==> config.mk <==
export PLATFORM = sky130hd
export DESIGN_NAME = axi4_wr_arbiter
export DESIGN_NICKNAME = d
export VERILOG_FILES = /design/src/rtl/axi4_wr_arbiter.sv
export SDC_FILE = /design/constraint.sdc
export NUM_CORES = 1
export LEC_CHECK = 0
export BUFFER_PORTS_ARGS = -buffer_cell sky130_fd_sc_hd__buf_2
export CAP_MARGIN = 20
export CORE_MARGIN = 3
export CORE_UTILIZATION = 37
export CTS_CLUSTER_SIZE = 10
export DETAILED_ROUTE_END_ITERATION = 10
export PLACE_DENSITY = 0.81
export SKIP_LAST_GASP = 1
export SYNTH_ARGS = -nofsm -noshare
export SYNTH_HDL_FRONTEND = slang
export SYNTH_SLANG_ARGS = --single-unit
==> constraint.sdc <==
create_clock -name ACLK -period 2.51 [get_ports ACLK]
set_clock_uncertainty 0.1 [all_clocks]
set_input_delay 0.502 -clock ACLK [delete_from_list [all_inputs] [get_ports ACLK]]
set_output_delay 0.502 -clock ACLK [all_outputs]
set_load 0.02 [all_outputs]
==> src/rtl/axi4_wr_arbiter.sv <==
// Two-master AXI4 write-channel arbiter, round-robin at transaction granularity.
// Latency: grant registered in IDLE (1 cycle); AW/W/B pass-through is combinational, zero per-beat latency.
// Backpressure: slave ready/valid routed straight to/from the owning master; the waiting master sees ready=0.
//
// Ports:
//   ACLK, ARESETn            clock, asynchronous active-low reset
//   m_AW*/m_W*/m_B*          two master-side write ports, slice i belongs to master i
//   s_AW*/s_W*/s_B*          single slave-side write port
//   grant                    one-hot current owner (0 while idle)
//   wlast_err                pulses on a W handshake whose m_WLAST disagrees with the beat count
module axi4_wr_arbiter #(
  parameter int DATA_WIDTH = 32,
  parameter int ADDR_WIDTH = 16
) (
  input  logic                    ACLK,
  input  logic                    ARESETn,
  input  logic [2*ADDR_WIDTH-1:0] m_AWADDR,
  input  logic [15:0]             m_AWLEN,
  input  logic [1:0]              m_AWVALID,
  output logic [1:0]              m_AWREADY,
  input  logic [2*DATA_WIDTH-1:0] m_WDATA,
  input  logic [1:0]              m_WVALID,
  input  logic [1:0]              m_WLAST,
  output logic [1:0]              m_WREADY,
  output logic [3:0]              m_BRESP,
  output logic [1:0]              m_BVALID,
  input  logic [1:0]              m_BREADY,
  output logic [ADDR_WIDTH-1:0]   s_AWADDR,
  output logic [7:0]              s_AWLEN,
  output logic                    s_AWVALID,
  input  logic                    s_AWREADY,
  output logic [DATA_WIDTH-1:0]   s_WDATA,
  output logic                    s_WVALID,
  output logic                    s_WLAST,
  input  logic                    s_WREADY,
  input  logic [1:0]              s_BRESP,
  input  logic                    s_BVALID,
  output logic                    s_BREADY,
  output logic [1:0]              grant,
  output logic                    wlast_err
);

  typedef enum logic [1:0] {IDLE, ADDR, DATA, RESP} state_t;

  state_t     state_q, state_d;
  logic       g_q;
  logic       last_g_q;
  logic [7:0] len_q;
  logic [7:0] beat_q;

  // Fields of the currently granted master.
  logic [ADDR_WIDTH-1:0] sel_awaddr;
  logic [7:0]            sel_awlen;
  logic [DATA_WIDTH-1:0] sel_wdata;
  logic                  sel_awvalid, sel_wvalid, sel_wlast, sel_bready;

  assign sel_awaddr  = g_q ? m_AWADDR[ADDR_WIDTH +: ADDR_WIDTH] : m_AWADDR[0 +: ADDR_WIDTH];
  assign sel_awlen   = g_q ? m_AWLEN[8 +: 8] : m_AWLEN[0 +: 8];
  assign sel_wdata   = g_q ? m_WDATA[DATA_WIDTH +: DATA_WIDTH] : m_WDATA[0 +: DATA_WIDTH];
  assign sel_awvalid = m_AWVALID[g_q];
  assign sel_wvalid  = m_WVALID[g_q];
  assign sel_wlast   = m_WLAST[g_q];
  assign sel_bready  = m_BREADY[g_q];

  logic aw_hs, w_hs, b_hs, last_beat, pick;

  assign aw_hs     = (state_q == ADDR) && sel_awvalid && s_AWREADY;
  assign w_hs      = (state_q == DATA) && sel_wvalid && s_WREADY;
  assign b_hs      = (state_q == RESP) && s_BVALID && sel_bready;
  assign last_beat = (beat_q == len_q);
  // Tie goes to the master that did not finish the previous transaction.
  assign pick      = (&m_AWVALID) ? ~last_g_q : m_AWVALID[1];

  always_ff @(posedge ACLK or negedge ARESETn) begin
    if (!ARESETn) state_q <= IDLE;
    else          state_q <= state_d;
  end

  always_ff @(posedge ACLK or negedge ARESETn) begin
    if (!ARESETn) begin
      g_q      <= 1'b0;
      last_g_q <= 1'b1;
      len_q    <= 8'd0;
      beat_q   <= 8'd0;
    end else begin
      if (state_q == IDLE && |m_AWVALID) g_q <= pick;
      if (aw_hs) begin
        len_q  <= sel_awlen;
        beat_q <= 8'd0;
      end
      // Wraps 255 -> 0 only on the terminal beat of a 256-beat burst, when it no longer matters.
      if (w_hs) beat_q <= beat_q + 8'd1;
      if (b_hs) last_g_q <= g_q;
    end
  end

  always_comb begin
    state_d   = state_q;
    m_AWREADY = 2'b00;
    m_WREADY  = 2'b00;
    m_BVALID  = 2'b00;
    m_BRESP   = 4'b0000;
    s_AWADDR  = '0;
    s_AWLEN   = 8'd0;
    s_AWVALID = 1'b0;
    s_WDATA   = '0;
    s_WVALID  = 1'b0;
    s_WLAST   = 1'b0;
    s_BREADY  = 1'b0;
    grant     = 2'b00;
    wlast_err = 1'b0;

    if (state_q != IDLE) grant = g_q ? 2'b10 : 2'b01;

    case (state_q)
      IDLE: begin
        if (|m_AWVALID) state_d = ADDR;
      end
      ADDR: begin
        s_AWADDR       = sel_awaddr;
        s_AWLEN        = sel_awlen;
        s_AWVALID      = sel_awvalid;
        m_AWREADY[g_q] = s_AWREADY;
        if (aw_hs) state_d = DATA;
      end
      DATA: begin
        s_WDATA       = sel_wdata;
        s_WVALID      = sel_wvalid;
        // Burst end is taken from the beat count, never from the master's WLAST.
        s_WLAST       = last_beat;
        m_WREADY[g_q] = s_WREADY;
        wlast_err     = w_hs && (sel_wlast != last_beat);
        if (w_hs && last_beat) state_d = RESP;
      end
      RESP: begin
        s_BREADY      = sel_bready;
        m_BVALID[g_q] = s_BVALID;
        m_BRESP       = g_q ? {s_BRESP, 2'b00} : {2'b00, s_BRESP};
        if (b_hs) state_d = IDLE;
      end
      default: state_d = IDLE;
    endcase
  end

endmodule

==> key figures, run 1 <==
Status
  • Status: completed

Yosys
  • Synth Warn #: 0
  • Synth top area cells: mux2i_1 30%, dfrtp_1 23%, nor2_1 9.3%, nor2b_1 8.4%, xor2_1 3.3%
  • Multiplexer share of the synthesized area: 0.307
  • Syn Inst Count: between 200 and 300
  • Synth Area in Compound Gates: 0.0736
  • Yosys top cell by area: mux2i_1
  • Xor/xnor share of the synthesized area: 0.0377
  • Syn nets: 389
  • Number of synthesized flops with an enable pin: 0
  • Netlist cell types: 35
  • Seq/Total Area, Yosys: 0.240
  • FFs w/ async S/R, synth: 1.00
  • Syn avg cell area: about 8 sq um
  • #FFs+latches synth: 20
  • Synth Area in Adders: 0.0299
  • Largest family of logic cells by synthesized area: multiplexers
  • Mapped cell area: 2090 sq um
  • Most used DFF post-synth: dfrtp_1
  • Top-area cell type share of the netlist area: 0.297
  • Count leader, synth: mux2i_1
  • Commonest cells post-synth: 62 x mux2i_1, 52 x nor2_1, 28 x nor2b_1, 19 x dfrtp_1, 14 x nand2_1
  • Simple-gate portion of the synthesized area: 0.262

Worst setup path
  • Critical Path Max Stage Delay: 0.43 ns
  • CP max-delay cell: dfrtp_1
  • Max Fanout on Critical Path: 5
  • Arr. time, crit path: between 1.5 and 2 ns
  • Critical setup path kind: register to output pin
  • Crit start category: register
  • Worst Path Buf+Inv: 1
  • Worst path cell trace: xor2_1 -> nor4_1 -> nand2_1 -> xnor2_1 -> nor2_1 -> buf_2
  • Crit path max-delay family: simple AND/OR/NAND/NOR gates
  • Crit end category: output pin
  • CP required: 1.91 ns

Die
  • Num ports: 200
  • Die area: 6590 sq um
  • Die Y: between 80 and 90 um
  • Initial Utilization: 0.397
  • Core Region: roughly 5300 sq um
  • Rows: 26
  • Die width: 81.2 um

Clock network
  • Clk_lat worst skew: ~0.26 ns
  • Reg clk slew, reported paths: around 0.070 ns
  • CTS Sinks: 20
  • Max Root-Sink Buffers: 2
  • CTS root buf: clkbuf_8
  • CTS tree: yes
  • Htree depth: 1
  • TritonCTS Buffers: 3

Placed design
  • Placement Setup Slack: roughly 0.32 ns
  • RePlAce Congestion: ~0.85
  • Port bufs: roughly 200
  • DP HPWL: around 6300 um

Job
  • Max-cap check violation count: 0

Global route
  • First-pass GRT wire length: around 10000 um
  • Total Routing Usage GR: 0.201
  • Largest net degree at the start of global routing: 46
  • GR Overflow Total: 0
  • Initial antenna violation count: 0
  • Vias in the first global route: 2215

Power
  • PwrDens: just over 1000 nW/um^2
  • Leakage Power: 1.96 nW
  • Peak VDD IR: between 0.7 and 0.8 mV

Detailed routing
  • Routed length per placed instance: ~14 um
  • Detailed Route WL: roughly 7500 um
  • Via total after detailed routing: about 2500
  • Vias per inst: 4.71
  • First DRT Iteration DRCs: 46
  • Length of the first detailed-routing pass in iterations: 4
  • Routed Antenna Nets: 0
  • Remaining DRCs: 0

STA
  • Final Hold Fails: 0
  • Final worst-path cycle share: 0.963
  • Max Freq: between 0.4 and 0.5 GHz
  • Final slew viol count: 0
  • Worst Slack Setup Final: slightly above 0.09 ns
  • TNS Setup: 0 ns
  • RSZ-0062 raised after global routing: no
  • Slew @ Worst Pin: 0.633 ns
  • Min cycle time layout: between 2 and 2.5 ns
  • Max-slew headroom: 0.578
  • Final Setup Violations: 0

Layout
  • Multi-input logic area: 1490 sq um
  • P&R area growth vs syn: 54.2%
  • # fillers: between 400 and 500
  • Antenna Cells: 0
  • Reg area: roughly 500 sq um
  • Layout cell share with drive strength beyond 1: 0.482
  • Final core utilization: 0.612
  • Nets: slightly below 600

Worst hold path
  • HP Class: input port to asynchronous set/reset pin
-- sequential cells by signal, summed over array words and instances, names as in the netlist --
register  flops
len_q         8
state_q       2
beat_q        8
g_q           1
last_g_q      1
-- what timing repair did --
action / 4_1_cts / 5_1_grt
setup buffers: 0 / 0
resized for setup: 0 / 1
hold buffers: 0 / 0
setup endpoints to repair: 0 / 25
-- cells in the final DEF (no fill, tap or decap), types with 3 or more instances in the layout --
master,count
ha_1,4
a21oi_1,10
nor2_1,52
mux2i_1,62
buf_2,199
nand2_1,14
clkbuf_8,3
xor2_1,8
inv_1,4
nor2b_1,28
dfrtp_1,18
and2_1,3
and3_1,6
nand3_1,3
buf_4,5
o21ai_0,9
-- layer usage --
layer / vias to the layer above / global-route usage / part of all wire
met5: - / 0 / 0
met2: 111 / 0.367 / 0.51
met4: 0 / 0.0118 / 0
met3: 0 / 0.0543 / 0.10
li1: 1263 / - / -
met1: 1076 / 0.244 / 0.39
-- power by group --
group | switching [mW] | leakage, nW | total [mW] | internal, mW
clock network | 0.105 | 0.0357 | 0.318 | 0.213
logic | 1.46 | 1.68 | 2.46 | 1.00
registers | 0.121 | 0.244 | 0.570 | 0.449
-- stage by stage --
stage                     area, sq um  instances  power [mW]  hold WS, ns
after CTS                        3220        520        3.38       0.0865
after global placement           3150        516        2.99        0.373
final                            3230        520        3.35       0.0800
after global routing             3230        520        3.60        0.111
after detailed placement         3150        516        3.05        0.369
after floorplan                  2090        257        2.32        0.106
-- cell type report --
type                       count  area share
clock buffer                   3      0.0128
clock inverter                 1     0.00931
inverter                       5     0.00582
multi-input combinational    216       0.462
sequential                    20       0.157
tap                           70      0.0272
timing repair buffer         205       0.327
-- logic make-up (layout without fill, tap and decap cells) --
kind of cell	Yosys count	count (layout)
AND/OR/NAND/NOR	112	112
multiplexers	64	64
AO/OA/AOI/OAI	26	26
buffers and inverters	21	214
flip-flops	20	20
XOR/XNOR	9	9
adder cells (fa/ha/maj)	5	5
-- worst paths after layout --
path / endpoint / depth (start not counted) / from / slack (ns)
min reg2reg: beat_q[7]$_DFFE_PN0P_ / 1 / beat_q[7]$_DFFE_PN0P_ / 0.41
min: len_q[4]$_DFFE_PN0P_ / 1 / ARESETn / 0.08
min in group ACLK: beat_q[7]$_DFFE_PN0P_ / 1 / beat_q[7]$_DFFE_PN0P_ / 0.41
max reg2reg: beat_q[2]$_DFFE_PN0P_ / 7 / state_q[1]$_DFFE_PN0P_ / 0.33
max in group asynchronous: g_q$_DFFE_PN0P_ / 1 / ARESETn / 1.88
max: wlast_err / 6 / beat_q[2]$_DFFE_PN0P_ / 0.09
No activity file was read; power rests on OpenSTA's default activity.
==> inputs of run 2 (changes only) <==
==> constraint.sdc (replaced) <==
create_clock -name ACLK -period 2.51 [get_ports ACLK]
set_clock_uncertainty 0.1 [all_clocks]
set_input_delay 0.1255 -clock ACLK [delete_from_list [all_inputs] [get_ports ACLK]]
set_output_delay 0.1255 -clock ACLK [all_outputs]
set_load 0.02 [all_outputs]
==> run 2 against run 1 <==
Effect of this change:
- count of clock-buffer cells in the layout did not move
- via count rose by 2.2%
- utilization barely moved
- worst hold slack got worse by 0.013 ns
- sequential power barely moved
- critical endpoint is now s_WDATA[8]
==> key figures, run 2 (synthesis gave the netlist of run 1 again) <==
Layout
  • Final core utilization: 0.613 (about the same)
  • Most common cell after layout, fill and taps aside: buf_2
  • Most frequent cells in the layout: 199 x buf_2, 62 x mux2i_1, 52 x nor2_1
  • Antenna Cells: 0 (unchanged)
  • P&R area growth vs syn: 54.3% (about the same)
  • Top flop regs: beat_q: 8 flops, len_q: 8 flops, state_q: 2 flops
  • Nets: 585 (+0.34%)
  • Layout cell share with drive strength beyond 1: 0.480 (-0.00213)

Power
  • Peak VDD IR: 0.589 mV (-19%)
  • Tot Pwr: 3.35 mW (-0.11%)
  • Leakage Power: 1.96 nW (+0.38%)
  • PwrDens: 1040 nW/um^2 (-0.19%)

Clock network
  • TritonCTS Buffers: 3 (unchanged)
  • Clk_lat worst skew: 0.26 ns (about the same)
  • Max Root-Sink Buffers: 2 (unchanged)
  • CTS tree: yes
  • Reg clk slew, reported paths: 0.08 ns (about the same)
  • Htree depth: 1 (unchanged)
  • CTS root buf: clkbuf_8
  • CTS Sinks: 20 (unchanged)

STA
  • Final Setup Violations: 0 (unchanged)
  • Slew @ Worst Pin: 0.645 ns (+0.0129 ns)
  • Min cycle time layout: 2.15 ns (-0.263 ns)
  • Final worst-path cycle share: 0.858 (-0.105)
  • Max Freq: 0.464 GHz (+12%)
  • Final Hold Fails: 0 (unchanged)
  • Hold Slack: 0.0669 ns (-0.0131 ns)
  • Final slew viol count: 0 (unchanged)
  • Worst Slack Setup Final: 0.355 ns (+0.263 ns)
  • RSZ-0062 raised after global routing: no
  • Max-slew headroom: 0.570 (-0.00816)
  • TNS Setup: 0 ns (unchanged)

Global route
  • Total Routing Usage GR: 0.203 (+0.00195)
  • First-pass GRT wire length: 10600 um (+0.59%)
  • Vias in the first global route: 2191 (-1.1%)
  • Largest net degree at the start of global routing: 42 (-8.7%)
  • GR Overflow Total: 0 (unchanged)
  • Initial antenna violation count: 0 (unchanged)

Detailed routing
  • Vias per inst: 4.80 (+1.9%)
  • Remaining DRCs: 0 (unchanged)
  • Via total after detailed routing: 2505 (+2.2%)
  • Max Used Layer: met4
  • Routed length per placed instance: 14.6 um (+1.8%)
  • Detailed Route WL: 7630 um (+2.2%)
  • Routed Antenna Nets: 0 (unchanged)
  • Met1 wire length: 2990 um (+2.1%)
  • Length of the first detailed-routing pass in iterations: 4 (unchanged)
  • First DRT Iteration DRCs: 69 (+50%)
  • Met2 routed WL: 3890 um (+2.6%)
  • Met3 wire length: 719 um (-3.4%)

Die
  • Core Region: 5270 sq um (unchanged)
  • Num ports: 200 (unchanged)
  • Die area: 6590 sq um (unchanged)
  • Initial Utilization: 0.397 (unchanged)
  • Die width: 81.2 um (unchanged)
  • Die Y: 81.2 um (unchanged)
  • Rows: 26 (unchanged)

Job
  • Max-cap check violation count: 0 (unchanged)

Worst setup path
  • Reg2reg path depth: 7 (unchanged)
  • Arr. time, crit path: 1.93 ns (+0.11 ns)
  • Crit end category: output pin
  • CP required: 2.28 ns (+0.37 ns)
  • Max Fanout on Critical Path: 41 (+36)
  • Crit start category: register
  • Critical setup path kind: register to output pin

Placed design
  • Port bufs: 199 (unchanged)
  • Placement Setup Slack: 0.563 ns (+0.246 ns)
  • RePlAce Congestion: 0.899 (+6.4%)
  • DP HPWL: 6360 um (+1.4%)

Status
  • Status: completed

Worst hold path
  • HP Class: input port to register
  • Hold path depth: 2
==> run 2: cell types whose count changed in the layout (fill, tap and decap cells not counted), sizes merged <==
cell	change
buf	+1
dlygate4sd3	+1
==> run 2: final timing paths <==
kind	start	to	slack, ns
worst max register to register	state_q[0]$_DFFE_PN0P_	beat_q[7]$_DFFE_PN0P_	0.54
worst min-delay path	m_AWVALID[1]	g_q$_DFFE_PN0P_	0.07
worst min register to register	beat_q[7]$_DFFE_PN0P_	beat_q[7]$_DFFE_PN0P_	0.40
worst max-delay path	g_q$_DFFE_PN0P_	s_WDATA[8]	0.36
max in group asynchronous	ARESETn	g_q$_DFFE_PN0P_	1.73
min in group asynchronous	ARESETn	beat_q[6]$_DFFE_PN0P_	0.24
==> run 2: critical path, cell delays in order (launching register included) <==
cell and delay (ns):
dfrtp_4 0.52, buf_4 0.56, mux2i_1 0.17, nor2_1 0.20
buf_2 0.21
==> run 2: per-layer routing <==
layer  vias up  global-route usage
met3         4              0.0455
li1       1261                   -
met2       126               0.364
met1      1114               0.257
met5         -                   0
met4         0              0.0152
==> run 2: final cells by class <==
type | count | area, sq um
Clock inverter | 1 | 30.0
Inverter | 5 | 18.8
Multi-Input combinational cell | 216 | 1490
Fill cell | 496 | 2040
Tap cell | 70 | 87.6
Sequential cell | 20 | 505
Clock buffer | 3 | 41.3
Timing Repair Buffer | 207 | 1060
==> run 2: through the flow <==
stage                     area (sq um)  cells
after global routing              3230    522
after global placement            3150    517
after detailed placement          3150    517
final                             3230    522
after floorplan                   2090    257
after CTS                         3230    522
==> run 2: timing repair <==
item | 4_1_cts | 5_1_grt
endpoints found under the setup margin | 0 | 0
hold buffers | 1 | 0
hold endpoints to repair | 19 | 0
resized for setup | 0 | 0
setup buffers | 0 | 0
==> run 2: report_power, final <==
group          internal [mW]  switching (mW)  leakage [nW]
Clock                  0.213           0.109        0.0357
Sequential             0.449           0.124         0.244
Combinational          0.990            1.46          1.68
==> inputs of run 3 (changes only) <==
- ABC_AREA: unset -> 1
- CORE_UTILIZATION: 37 -> 36
- PLACE_DENSITY: 0.81 -> 0.82
- SLEW_MARGIN: unset -> 10
==> run 3 against run 2 <==
Effect of this change:
- maximum frequency rose by 0.48%
- area after synthesis fell by 8.1%
- non-clock buffer count decreased by 2
- global-route usage increased by 2.1 points
- largest cell class unchanged
- via count rose by 4.7%
==> key figures, run 3 <==
Status
  • Status: completed

Detailed routing
  • Routed length per placed instance: 13.6 um (-7.1%)
  • Vias per inst: 4.84 (+0.85%)
  • Length of the first detailed-routing pass in iterations: 4 (unchanged)
  • Detailed Route WL: 7350 um (-3.6%)
  • Routed Antenna Nets: 0 (unchanged)
  • Remaining DRCs: 0 (unchanged)
  • Via total after detailed routing: 2623 (+4.7%)
  • First DRT Iteration DRCs: 51 (-26%)

Worst setup path
  • CP max-delay cell: dfrtp_1
  • Crit path from: state_q[0]$_DFFE_PN0P_
  • Critical Path Stages: 7 (+3)
  • Last element of the critical path: s_WDATA[26]
  • Worst Path Buf+Inv: 4 (+2)
  • Worst path cell trace: inv_1 -> ha_1 -> nand2_2 -> inv_2 -> buf_4 -> a22o_1 -> buf_2
  • Arr. time, crit path: 1.92 ns (about the same)
  • Crit end category: output pin
  • RR Startpoint: state_q[0]$_DFFE_PN0P_
  • Crit start category: register
  • CP required: 2.28 ns (about the same)
  • Reg2reg setup slack: 0.57 ns (+0.03 ns)
  • Critical Path Max Stage Delay: 0.41 ns (-0.15 ns)
  • Max Fanout on Critical Path: 20 (-51%)
  • Reg2reg path depth: 13 (+6)
  • Crit path max-delay family: buffers and inverters
  • R2r endpoint: state_q[0]$_DFFE_PN0P_
  • Critical setup path kind: register to output pin

Clock network
  • Setup repair bufs after CTS: 0 (unchanged)
  • Htree depth: 1 (unchanged)
  • Post_cts resized: 0 (unchanged)
  • Max Root-Sink Buffers: 2 (unchanged)
  • CTS Sinks: 20 (unchanged)
  • CTS tree: yes
  • Clk_lat worst skew: 0.26 ns (about the same)
  • CTS root buf: clkbuf_8
  • Reg clk slew, reported paths: 0.07 ns (about the same)
  • CTS Hold Bufs: 2 (+1)
  • TritonCTS Buffers: 3 (unchanged)

STA
  • Slew @ Worst Pin: 0.707 ns (+0.0615 ns)
  • TNS Setup: 0 ns (unchanged)
  • Min cycle time layout: 2.14 ns (-0.0103 ns)
  • Max Freq: 0.466 GHz (+0.48%)
  • Final worst-path cycle share: 0.854 (-0.00410)
  • Final Setup Violations: 0 (unchanged)
  • RSZ-0062 raised after global routing: no
  • Final Hold Fails: 0 (unchanged)
  • Final slew viol count: 0 (unchanged)
  • Max-slew headroom: 0.528 (-0.0415)

Layout
  • Layout cell share with drive strength beyond 1: 0.463 (-0.0169)
  • P&R area growth vs syn: 57.4%
  • Nets: 608 (+3.9%)
  • Most common cell after layout, fill and taps aside: buf_2
  • Antenna Cells: 0 (unchanged)
  • Most frequent cells in the layout: 199 x buf_2, 82 x nand2_1, 32 x a22o_1
  • Design area: 3030 sq um (-6.3%)
  • Top flop regs: beat_q: 8 flops, len_q: 8 flops, state_q: 2 flops

Global route
  • Total Routing Usage GR: 0.224 (+0.0211)
  • GR Overflow Total: 0 (unchanged)
  • First-pass GRT wire length: 11400 um (+7.6%)
  • Initial antenna violation count: 0 (unchanged)
  • Largest net degree at the start of global routing: 33 (-21%)
  • Vias in the first global route: 2512 (+15%)

Yosys
  • Synth Warn #: 0 (unchanged)
  • Yosys top cell by area: dfrtp_1
  • Number of synthesized flops with an enable pin: 0 (unchanged)
  • Synth top area cells: dfrtp_1 25%, nand2_1 16%, a22o_1 15%, a21oi_1 5.5%, nor2_1 5.3%
  • Most used DFF post-synth: dfrtp_1
  • Mapped cell area: 1920 sq um (-8.1%)
  • Seq/Total Area, Yosys: 0.261 (+0.0212)
  • Commonest cells post-synth: 82 x nand2_1, 32 x a22o_1, 27 x nor2_1, 21 x a21oi_1, 20 x inv_1
  • #FFs+latches synth: 20 (unchanged)
  • Count leader, synth: nand2_1
  • Syn nets: 413 (+6.2%)
  • Netlist cell types: 31 (-11%)
  • Syn avg cell area: 6.84 sq um (-16%)
  • Top-area cell type share of the netlist area: 0.247 (-0.0493)
  • Syn Inst Count: 281 (+9.3%)
  • FFs w/ async S/R, synth: 1.00 (unchanged)

Placed design
  • DP Area: 2960 sq um (-5.9%)
  • RePlAce Congestion: 0.886 (-1.5%)
  • DP HPWL: 6240 um (-1.9%)
  • Port bufs: 199 (unchanged)

Power
  • NetSw: 1.71 mW (+1.1%)
  • Clock Power Share: 0.071 (-0.025)
  • Leakage Power: 1.84 nW (-6.2%)
  • Seq pwr share: 0.190 (+0.019)
  • Peak VDD IR: 0.635 mV (+7.8%)
  • Power share of the combinational group: 0.740 (+0.007)
  • Sw Ratio: 0.551 (+0.0443)
  • Power Internal: 1.40 mW (-15%)
  • PwrDens: 1030 nW/um^2 (-0.76%)

Die
  • Rows: 25 (-3.8%)
  • Core Region: 4940 sq um (-6.2%)
  • Die area: 6250 sq um (-5.2%)
  • Die Y: 79.1 um (-2.6%)
  • Die width: 79.1 um (-2.6%)
  • Num ports: 200 (unchanged)
  • Initial Utilization: 0.389 (-0.00810)

Worst hold path
  • HP Class: input port to register

Job
  • Max-cap check violation count: 0 (unchanged)
[run 3: changes by cell type in the layout (fill, tap and decap cells not counted), moves of 16 or more]
cell / previous run / this run
nor2b_1: 28 / 0
nand2_1: 14 / 82
inv_1: 4 / 20
mux2i_1: 62 / 8
a22o_1: 1 / 32
nor2_1: 52 / 27
[run 3: per-layer routing]
layer / vias to the layer above / track usage / part of all wire / routed length, um
li1: 1328 / - / - / -
met1: 1147 / 0.228 / 0.35 / 2590
met2: 133 / 0.457 / 0.53 / 3920
met3: 15 / 0.0363 / 0.092 / 676
met4: 0 / 0.0619 / 0.022 / 162
met5: - / 0 / 0 / 0
[run 3: how the worst min path moves through the flow]
stage	start	cells past startpoint	slack [ns]	endpoint
floorplan	ARESETn	0	-0.27	beat_q[0]$_DFFE_PN0P_
global placement	ARESETn	1	-0.007	len_q[0]$_DFFE_PN0P_
detailed placement	ARESETn	1	-0.01	len_q[0]$_DFFE_PN0P_
CTS	m_AWVALID[1]	3	0.03	g_q$_DFFE_PN0P_
global route	m_AWVALID[1]	3	0.04	g_q$_DFFE_PN0P_
finish	m_AWVALID[1]	3	0.03	g_q$_DFFE_PN0P_
[run 3: per-stage QoR]
stage / setup slack [ns] / hold WS, ns / utilization / total power, mW / cells
CTS: 0.363 / 0.0308 / 0.612 / 3.13 / 542
global placement: 0.669 / -0.00697 / 0.599 / 2.86 / 536
finish: 0.366 / 0.0284 / 0.612 / 3.11 / 542
floorplan: 0.757 / -0.270 / - / 2.21 / 281
global route: 0.215 / 0.0411 / 0.612 / 3.38 / 542
detailed placement: 0.581 / -0.0107 / 0.599 / 2.90 / 536
[run 3: power groups by stage]
stage	Clock, mW	Sequential [mW]	Combinational, mW
after global routing	0.233	0.614	2.54
final	0.220	0.590	2.30
after global placement	0	0.588	2.27
after CTS	0.216	0.588	2.32
after detailed placement	0	0.594	2.31
after floorplan	0	0.550	1.66
[run 3: area by class of cell]
| class | count | area (sq um) |
|---|---|---|
| Sequential cell | 20 | 502 |
| Fill cell | 478 | 1920 |
| Multi-Input combinational cell | 222 | 1260 |
| Timing Repair Buffer | 205 | 1050 |
| Tap cell | 67 | 83.8 |
| Clock buffer | 4 | 45.0 |
| Inverter | 24 | 91.3 |
[run 3: kinds of logic (layout without fill, tap and decap cells)]
| group | count (synthesis) | count (layout) | share of synthesized area |
|---|---|---|---|
| AO/OA/AOI/OAI | 72 | 72 | 0.255 |
| multiplexers | 8 | 8 | 0.0417 |
| XOR/XNOR | 10 | 10 | 0.0456 |
| buffers and inverters | 39 | 233 | 0.0846 |
| AND/OR/NAND/NOR | 127 | 127 | 0.280 |
| flip-flops | 20 | 20 | 0.261 |
| adder cells (fa/ha/maj) | 5 | 5 | 0.0326 |
[run 3: tightest hold or removal path: cells and delay by family]
kind          cells  cell delay (ns)
buf+inv           1             0.10
simple gates      2             0.12
